`src/rtl/music_score_recorder.sv`:
```
// Live key capture: run-length encodes {note, octave} samples into 24-bit score words
// {length, note, octave} for the score RAM and closes each take with an EOF word.
module music_score_recorder #(
  parameter int unsigned ADDR_W  = 8,
  parameter int unsigned MIN_LEN = 2,
  parameter int unsigned EOF     = 15
) (
  input  logic              clk_1ms,
  input  logic              rst,
  input  logic              en,
  input  logic              start,
  input  logic              stop,
  input  logic [3:0]        key_note,
  input  logic [3:0]        key_octave,
  output logic              wr_en,
  output logic [ADDR_W-1:0] wr_addr,
  output logic [23:0]       wr_data,
  output logic [ADDR_W-1:0] entry_count,
  output logic              recording,
  output logic              done,
  output logic              overflow
);

  localparam int unsigned LEN_W     = 16;
  localparam logic [LEN_W-1:0] LEN_MAX  = 16'hFFFF;
  localparam logic [LEN_W-1:0] LEN_MIN  = LEN_W'(MIN_LEN);
  localparam logic [3:0]       EOF_CODE = 4'(EOF);
  localparam logic [ADDR_W-1:0] ADDR_LAST = {ADDR_W{1'b1}};

  typedef enum logic [2:0] {
    IDLE   = 3'd0,
    ARMED  = 3'd1,
    RECORD = 3'd2,
    TERM   = 3'd3,
    DONE   = 3'd4
  } state_t;

  state_t            state;
  logic [ADDR_W-1:0] addr;
  logic [LEN_W-1:0]  run_len;
  logic [3:0]        run_note;
  logic [3:0]        run_oct;

  // Sample normalisation: EOF code is a rest, and rests carry octave 0
  logic [3:0]       s_note;
  logic [3:0]       s_oct;
  logic             same_run;
  logic             addr_full;
  logic [LEN_W-1:0] len_out;

  always_comb begin
    s_note    = (key_note == EOF_CODE) ? 4'd0 : key_note;
    s_oct     = (s_note == 4'd0) ? 4'd0 : key_octave;
    same_run  = (s_note == run_note) && (s_oct == run_oct);
    addr_full = (addr == ADDR_LAST);
    len_out   = (run_len < LEN_MIN) ? LEN_MIN : run_len;
  end

  always_ff @(posedge clk_1ms or posedge rst) begin
    if (rst) begin
      state       <= IDLE;
      addr        <= '0;
      run_len     <= '0;
      run_note    <= '0;
      run_oct     <= '0;
      wr_en       <= 1'b0;
      wr_addr     <= '0;
      wr_data     <= '0;
      entry_count <= '0;
      recording   <= 1'b0;
      done        <= 1'b0;
      overflow    <= 1'b0;
    end else begin
      wr_en <= 1'b0;
      if (en) begin
        unique case (state)
          IDLE, DONE: begin
            if (start) begin
              state       <= ARMED;
              addr        <= '0;
              entry_count <= '0;
              overflow    <= 1'b0;
              done        <= 1'b0;
              recording   <= 1'b1;
            end
          end

          ARMED: begin
            if (stop) begin
              state     <= TERM;
              recording <= 1'b0;
            end else if (s_note != 4'd0) begin
              state    <= RECORD;
              run_note <= s_note;
              run_oct  <= s_oct;
              run_len  <= LEN_W'(1);
            end
          end

          RECORD: begin
            if (stop) begin
              // Flush the pending run unless it is a trailing rest
              state     <= TERM;
              recording <= 1'b0;
              if (run_note != 4'd0) begin
                if (addr_full) begin
                  overflow <= 1'b1;
                end else begin
                  wr_en       <= 1'b1;
                  wr_addr     <= addr;
                  wr_data     <= {len_out, run_note, run_oct};
                  addr        <= addr + 1'b1;
                  entry_count <= entry_count + 1'b1;
                end
              end
            end else if (!same_run || (run_len == LEN_MAX)) begin
              // Top address is kept free for the EOF word
              if (addr_full) begin
                overflow  <= 1'b1;
                state     <= TERM;
                recording <= 1'b0;
              end else begin
                wr_en       <= 1'b1;
                wr_addr     <= addr;
                wr_data     <= {len_out, run_note, run_oct};
                addr        <= addr + 1'b1;
                entry_count <= entry_count + 1'b1;
                run_note    <= s_note;
                run_oct     <= s_oct;
                run_len     <= LEN_W'(1);
              end
            end else begin
              run_len <= run_len + 16'd1;
            end
          end

          TERM: begin
            wr_en   <= 1'b1;
            wr_addr <= addr;
            wr_data <= {16'd0, EOF_CODE, 4'd0};
            state   <= DONE;
            done    <= 1'b1;
          end

          default: begin
            state     <= IDLE;
            recording <= 1'b0;
          end
        endcase
      end
    end
  end

endmodule

```
`config.mk`:
```
export PLATFORM = sky130hd
export DESIGN_NAME = music_score_recorder
export DESIGN_NICKNAME = d
export VERILOG_FILES = /design/src/rtl/music_score_recorder.sv
export SDC_FILE = /design/constraint.sdc
export NUM_CORES = 1
export LEC_CHECK = 0
export ABC_AREA = 1
export CAP_MARGIN = 20
export CORE_MARGIN = 2
export CORE_UTILIZATION = 35
export DETAILED_ROUTE_END_ITERATION = 8
export SYNTH_ARGS = -nofsm -noshare
export SYNTH_HDL_FRONTEND = slang
export SYNTH_SLANG_ARGS = --single-unit
```
`constraint.sdc`:
```
create_clock -name clk_1ms -period 2.9 [get_ports clk_1ms]
set_input_delay 0.435 -clock clk_1ms [delete_from_list [all_inputs] [get_ports clk_1ms]]
set_output_delay 0.435 -clock clk_1ms [all_outputs]
set_load 0.02 [all_outputs]
```
== Word-level counts from Yosys, hierarchy flattened ==
Index checks and enable logic that the tools add are counted.
Widths: inputs -> output; s select.

* Add/sub/neg operators: 3
* Order comparisons: 1
* Equality and inequality tests: 21
* Mux-type cells: 68
* Bitwise logic cells: 1
* Reduce and logical (&&, ||, !) cells: 19

{| class="wikitable"
|+ Operator list
! kind !! count
|-
| $mux 8 || 13
|-
| $mux 16 || 6
|-
| $mux 24 || 4
|-
| $mux 4 || 12
|-
| $pmux 24 s2 || 1
|-
| $pmux 8 s2 || 3
|-
| $pmux 16 s2 || 1
|-
| $mux 3 || 6
|-
| $add 16x1->16 const B || 1
|-
| $add 8x1->8 const B || 2
|-
| $eq 16x16->1 const B || 1
|-
| $lt 16x2->1 const B || 1
|-
| $pmux 4 s2 || 2
|-
| $mux 1 || 15
|-
| $ne 3x3->1 const B || 5
|-
| $ne 2x2->1 const B || 7
|-
| $pmux 3 s4 || 1
|-
| $reduce_and 6->1 || 2
|-
| $reduce_and 5->1 || 2
|-
| $eq 4x4->1 || 2
|-
| $eq 8x8->1 const B || 1
|-
| $reduce_bool 2->1 || 4
|-
| $reduce_bool 4->1 || 2
|-
| $reduce_and 7->1 || 1
|-
| 15 further kinds || 18
|}

* Register bits: 79
* Input bits: 13
* Output and inout port bits: 44
* Logic and storage cells: 125

== Logic depth before layout (Yosys ltp) ==
* Word-level depth: 12
* Depth in mapped cells: 16
* Depth with buffers taken out: 16

== Worst setup path after synthesis ==
Ideal clock, no wire load.

* Path kind: input to register
* Start point: in key_note[2]
* End point: reg entry_count[2]
* Library setup time: 0.118 ns
* Arrival time: 1.765 ns
* Required time: 2.782 ns
* Path slack: 1.017 ns
* Stages on the path: 14
* Path buffers: 2
* Cells stage by stage: nand2_1 > inv_2 > nand2_4 > o21ai_0 > nand2_2 > nand2_1 > nand2_1 > nand3_1 > nor2_2 > nand4_1 > buf_4 > buf_2 > nand4_1 > nand2_1

* Longest elaborated chain between the ends: 10
* Elaborated cells on any way between the ends: 11
* Classes of those cells: eq/ne: 4; mux: 2; reduce/logical: 5

{| class="wikitable"
|+ RTL lines
! item !! RTL line !! source
|-
| start: declaration || 13 || <nowiki>input logic [3:0] key_note,</nowiki>
|-
| $eq 4x4->1 || 52 || <nowiki>s_note = (key_note == EOF_CODE) ? 4'd0 : key_note;</nowiki>
|-
| $mux 4 (*) || 52 ||
|-
| $logic_not 4->1 || 53 || <nowiki>s_oct = (s_note == 4'd0) ? 4'd0 : key_octave;</nowiki>
|-
| $mux 4 || 53 ||
|-
| $eq 4x4->1 || 54 || <nowiki>same_run = (s_note == run_note) && (s_oct == run_oct);</nowiki>
|-
| $logic_and 1x1->1 (*) || 54 ||
|-
| $logic_not 1->1 (*) || 116 || <nowiki>end else if (!same_run || (run_len == LEN_MAX)) begin</nowiki>
|-
| $logic_or 1x1->1 (*) || 116 ||
|-
| $ne 3x3->1 (no line) (*) || n/a ||
|-
| $reduce_and 5->1 (no line) (*) || n/a ||
|-
| end signal: assignment || 113 || <nowiki>entry_count <= entry_count + 1'b1;</nowiki>
|-
| end signal: assignment || 127 || <nowiki>entry_count <= entry_count + 1'b1;</nowiki>
|-
| end: declaration || 18 || <nowiki>output logic [ADDR_W-1:0] entry_count,</nowiki>
|}

Every way passes the cells marked *; elsewhere a longest branch is shown, timed or not.
A chain may end at the register's enable or synchronous reset.

== Worst setup path after layout ==
* Start point: in key_note[1]
* End point: reg entry_count[1]

Same word-level chain as after synthesis.

==> impl_metrics.json <==
{
  "die_w_um": 117,
  "max_freq_mhz": 418,
  "multi_input_area_um2": 2130,
  "post_drt_wl_per_cell_um": 13.5,
  "regArea_um2": 1980,
  "drive_above_1_share": 0.0684,
  "rsz0062_at_grt": "no",
  "postCtsSetupBuffers": 0,
  "post-place-ws_ns": 0.149,
  "yosysUniqueCellTypes": 30,
  "ys_seq_elements": 79,
  "vias_per_cell": 5.00,
  "wl_um": 11400,
  "overflow": 0,
  "powerDensity_nw_per_um2": 704,
  "start_util": 0.357,
  "layout_setup_ws_ns": 0.509,
  "grt_pass1_wl_um": 19400,
  "synth-edff-count": 0,
  "cp-end-kind": "flop",
  "syn_area_per_cell_um2": 7.27,
  "finalCritPeriodShare": 0.824,
  "max_slew_margin": 0.641,
  "dp_hpwl_um": 8230,
  "nets": 684,
  "swShare": 0.364,
  "ff2ff_setup_slack_ns": 0.56,
  "cp_data_required_time_ns": 3.13,
  "p_seq_frac": 0.363,
  "maxCapViolations": 0,
  "row_count": 41,
  "grt_usage": 0.179,
  "hold_path_class": "input port to async pin",
  "finClkSkew_ns": 0.00884,
  "htreeDepth": 3,
  "dr_total_vias": 4227,
  "antenna_found_initial": 0,
  "arrival_ns": 2.62,
  "synth-main-ff-cell": "dfrtp_1",
  "synthToLayoutAreaGrowth_pct": 24.7,
  "finalSetupViolations": 0,
  "netlist_instances": 614,
  "final.min_clock_period_ns": 2.39,
  "p_int_w": 0.00249,
  "holdBufCountCts": 0,
  "fp.dieH_um": 117,
  "dieArea_um2": 13700,
  "cts_buffers": 9,
  "worst_pin_slew_ns": 0.537,
  "critPathKind": "input port to flop",
  "clk-insertion-delay-late_ns": 0.34,
  "layout_common_cells": "nand2_1 (217), dfrtp_1 (79), nand4_1 (58)",
  "final.fill_count": 1312,
  "grt_max_degree": 57,
  "drc_errors": 0,
  "clkPwrFrac": 0.301,
  "r2r_cells": 11,
  "clock_sinks": 79,
  "comb_power_share": 0.336,
  "synthArstFlopShare": 1.00,
  "hold_viol_final": 0,
  "io_buffer_count": 56,
  "gp_congestion": 0.912,
  "first_pass_iters": 5,
  "grt_pass1_vias": 4062,
  "r2r_end": "entry_count[1]",
  "cts_buffer_depth": 2,
  "cts-root-buf": "clkbuf_16",
  "outcome": "completed",
  "yosysSeqAreaShare": 0.443,
  "cts_resized": 0,
  "drtIter0Drc": 243,
  "synth_nets": 630,
  "fp.coreArea_um2": 12500,
  "cts_tree": "built",
  "tns_ns": 0,
  "drv_slew": 0,
  "startpoint_type": "input port",
  "peakVddDrop_v": 0.000302,
  "final_common_cell": "nand2_1",
  "path_max_fanout": 47,
  "ant_nets": 0,
  "dpl-instance-area_um2": 5260,
  "ys.warnings.count": 0,
  "path_clk_slew_ns": 0.06,
  "antennaDiodeCount": 0,
  "p_switching_w": 0.00142,
  "fin_area_um2": 5570,
  "power_leakage_nw": 2.73,
  "synthesis.area_um2": 4460,
  "pin_count": 57,
  "rr_startpoint": "run_len[1]"
}
## worst max-delay path: stages
cell	delay [ns]
clkdlybuf4s50_1	0.54
nand2_1	0.10
inv_2	0.07
nand2_4	0.07
o21ai_0	0.12
nand2_2	0.18
nand2_1	0.11
nand2_1	0.05
nand3_1	0.08
nor2_2	0.06
nand4_1	0.15
buf_12	0.25
nand3_4	0.22
nand2_1	0.12
nand2_1	0.06
## cells by family after synthesis
family                   Yosys count  synth area share
AND/OR/NAND/NOR                  405             0.408
AO/OA/AOI/OAI                     27            0.0325
flip-flops                        79             0.443
adder cells (fa/ha/maj)            3           0.00841
buffers and inverters             86            0.0802
XOR/XNOR                          14            0.0275
## registers in the layout (all words and copies together), names as in the netlist
name / count
overflow: 1
run_note: 4
recording: 1
wr_data: 24
wr_en: 1
state: 3
wr_addr: 8
addr: 8
run_len: 16
entry_count: 8
done: 1
run_oct: 4
## per-stage QoR
step / hold slack [ns] / total power, W / util / instances
5_1_grt: 0.492 / 0.00416 / 0.445 / 845
6_report: 0.460 / 0.00392 / 0.445 / 845
4_1_cts: 0.473 / 0.00395 / 0.445 / 845
3_3_place_gp: 0.455 / 0.00274 / 0.420 / 829
3_5_place_dp: 0.458 / 0.00276 / 0.420 / 829
2_1_floorplan: 0.442 / 0.00227 / - / 614
## area by class of cell
cell class,instances,share of cell area
well taps,172,0.0387
inverters,56,0.0378
flip-flops and latches,79,0.355
clock buffers,13,0.0486
multi-input cells,449,0.382
repair buffers,73,0.130
clock inverters,3,0.00719
## synthesized netlist by cell type (3+ instances only)
cell	number	share of area
nor2_1	49	0.041
nand2_1	217	0.18
nor3_1	28	0.031
nand3b_1	7	0.012
inv_2	3	0.0025
ha_1	3	0.0084
clkbuf_1	16	0.013
buf_4	5	0.0084
nor2_2	3	0.0042
buf_2	7	0.0078
nand3_1	29	0.033
inv_1	53	0.045
xor2_1	12	0.024
nor4_1	4	0.0056
nand4_1	58	0.081
a21oi_1	11	0.012
dfrtp_1	79	0.44
nand2_2	4	0.0056
o21ai_0	12	0.013
and3_1	3	0.0042
## metal layers
layer / GRT usage / wire (um) / up-vias / share of wire
met5: 0 / 0 / - / 0
met4: 0.0667 / 146 / 0 / 0.013
li1: - / - / 2111 / -
met3: 0.0273 / 493 / 9 / 0.043
met1: 0.245 / 5440 / 1996 / 0.48
met2: 0.288 / 5350 / 111 / 0.47
## power by group through the flow
| stage | sequential, W | clock, W | combinational (W) |
|---|---|---|---|
| after floorplan | 0.00152 | 0 | 0.000754 |
| after global placement | 0.00143 | 0 | 0.00130 |
| after detailed placement | 0.00144 | 0 | 0.00133 |
| after CTS | 0.00142 | 0.00120 | 0.00133 |
| after global routing | 0.00145 | 0.00125 | 0.00147 |
| final | 0.00142 | 0.00118 | 0.00132 |
## worst max path at each step
stage | start | to | cells after the start
4_1_cts | key_note[2] | entry_count[1] | 15
3_5_place_dp | key_note[2] | entry_count[1] | 15
6_report | key_note[1] | entry_count[1] | 15
5_1_grt | key_note[2] | addr[1] | 15
2_1_floorplan | rst | addr[0] | 1
3_3_place_gp | key_note[2] | addr[7] | 15
Note: power is estimated with default switching activity, not from simulation.
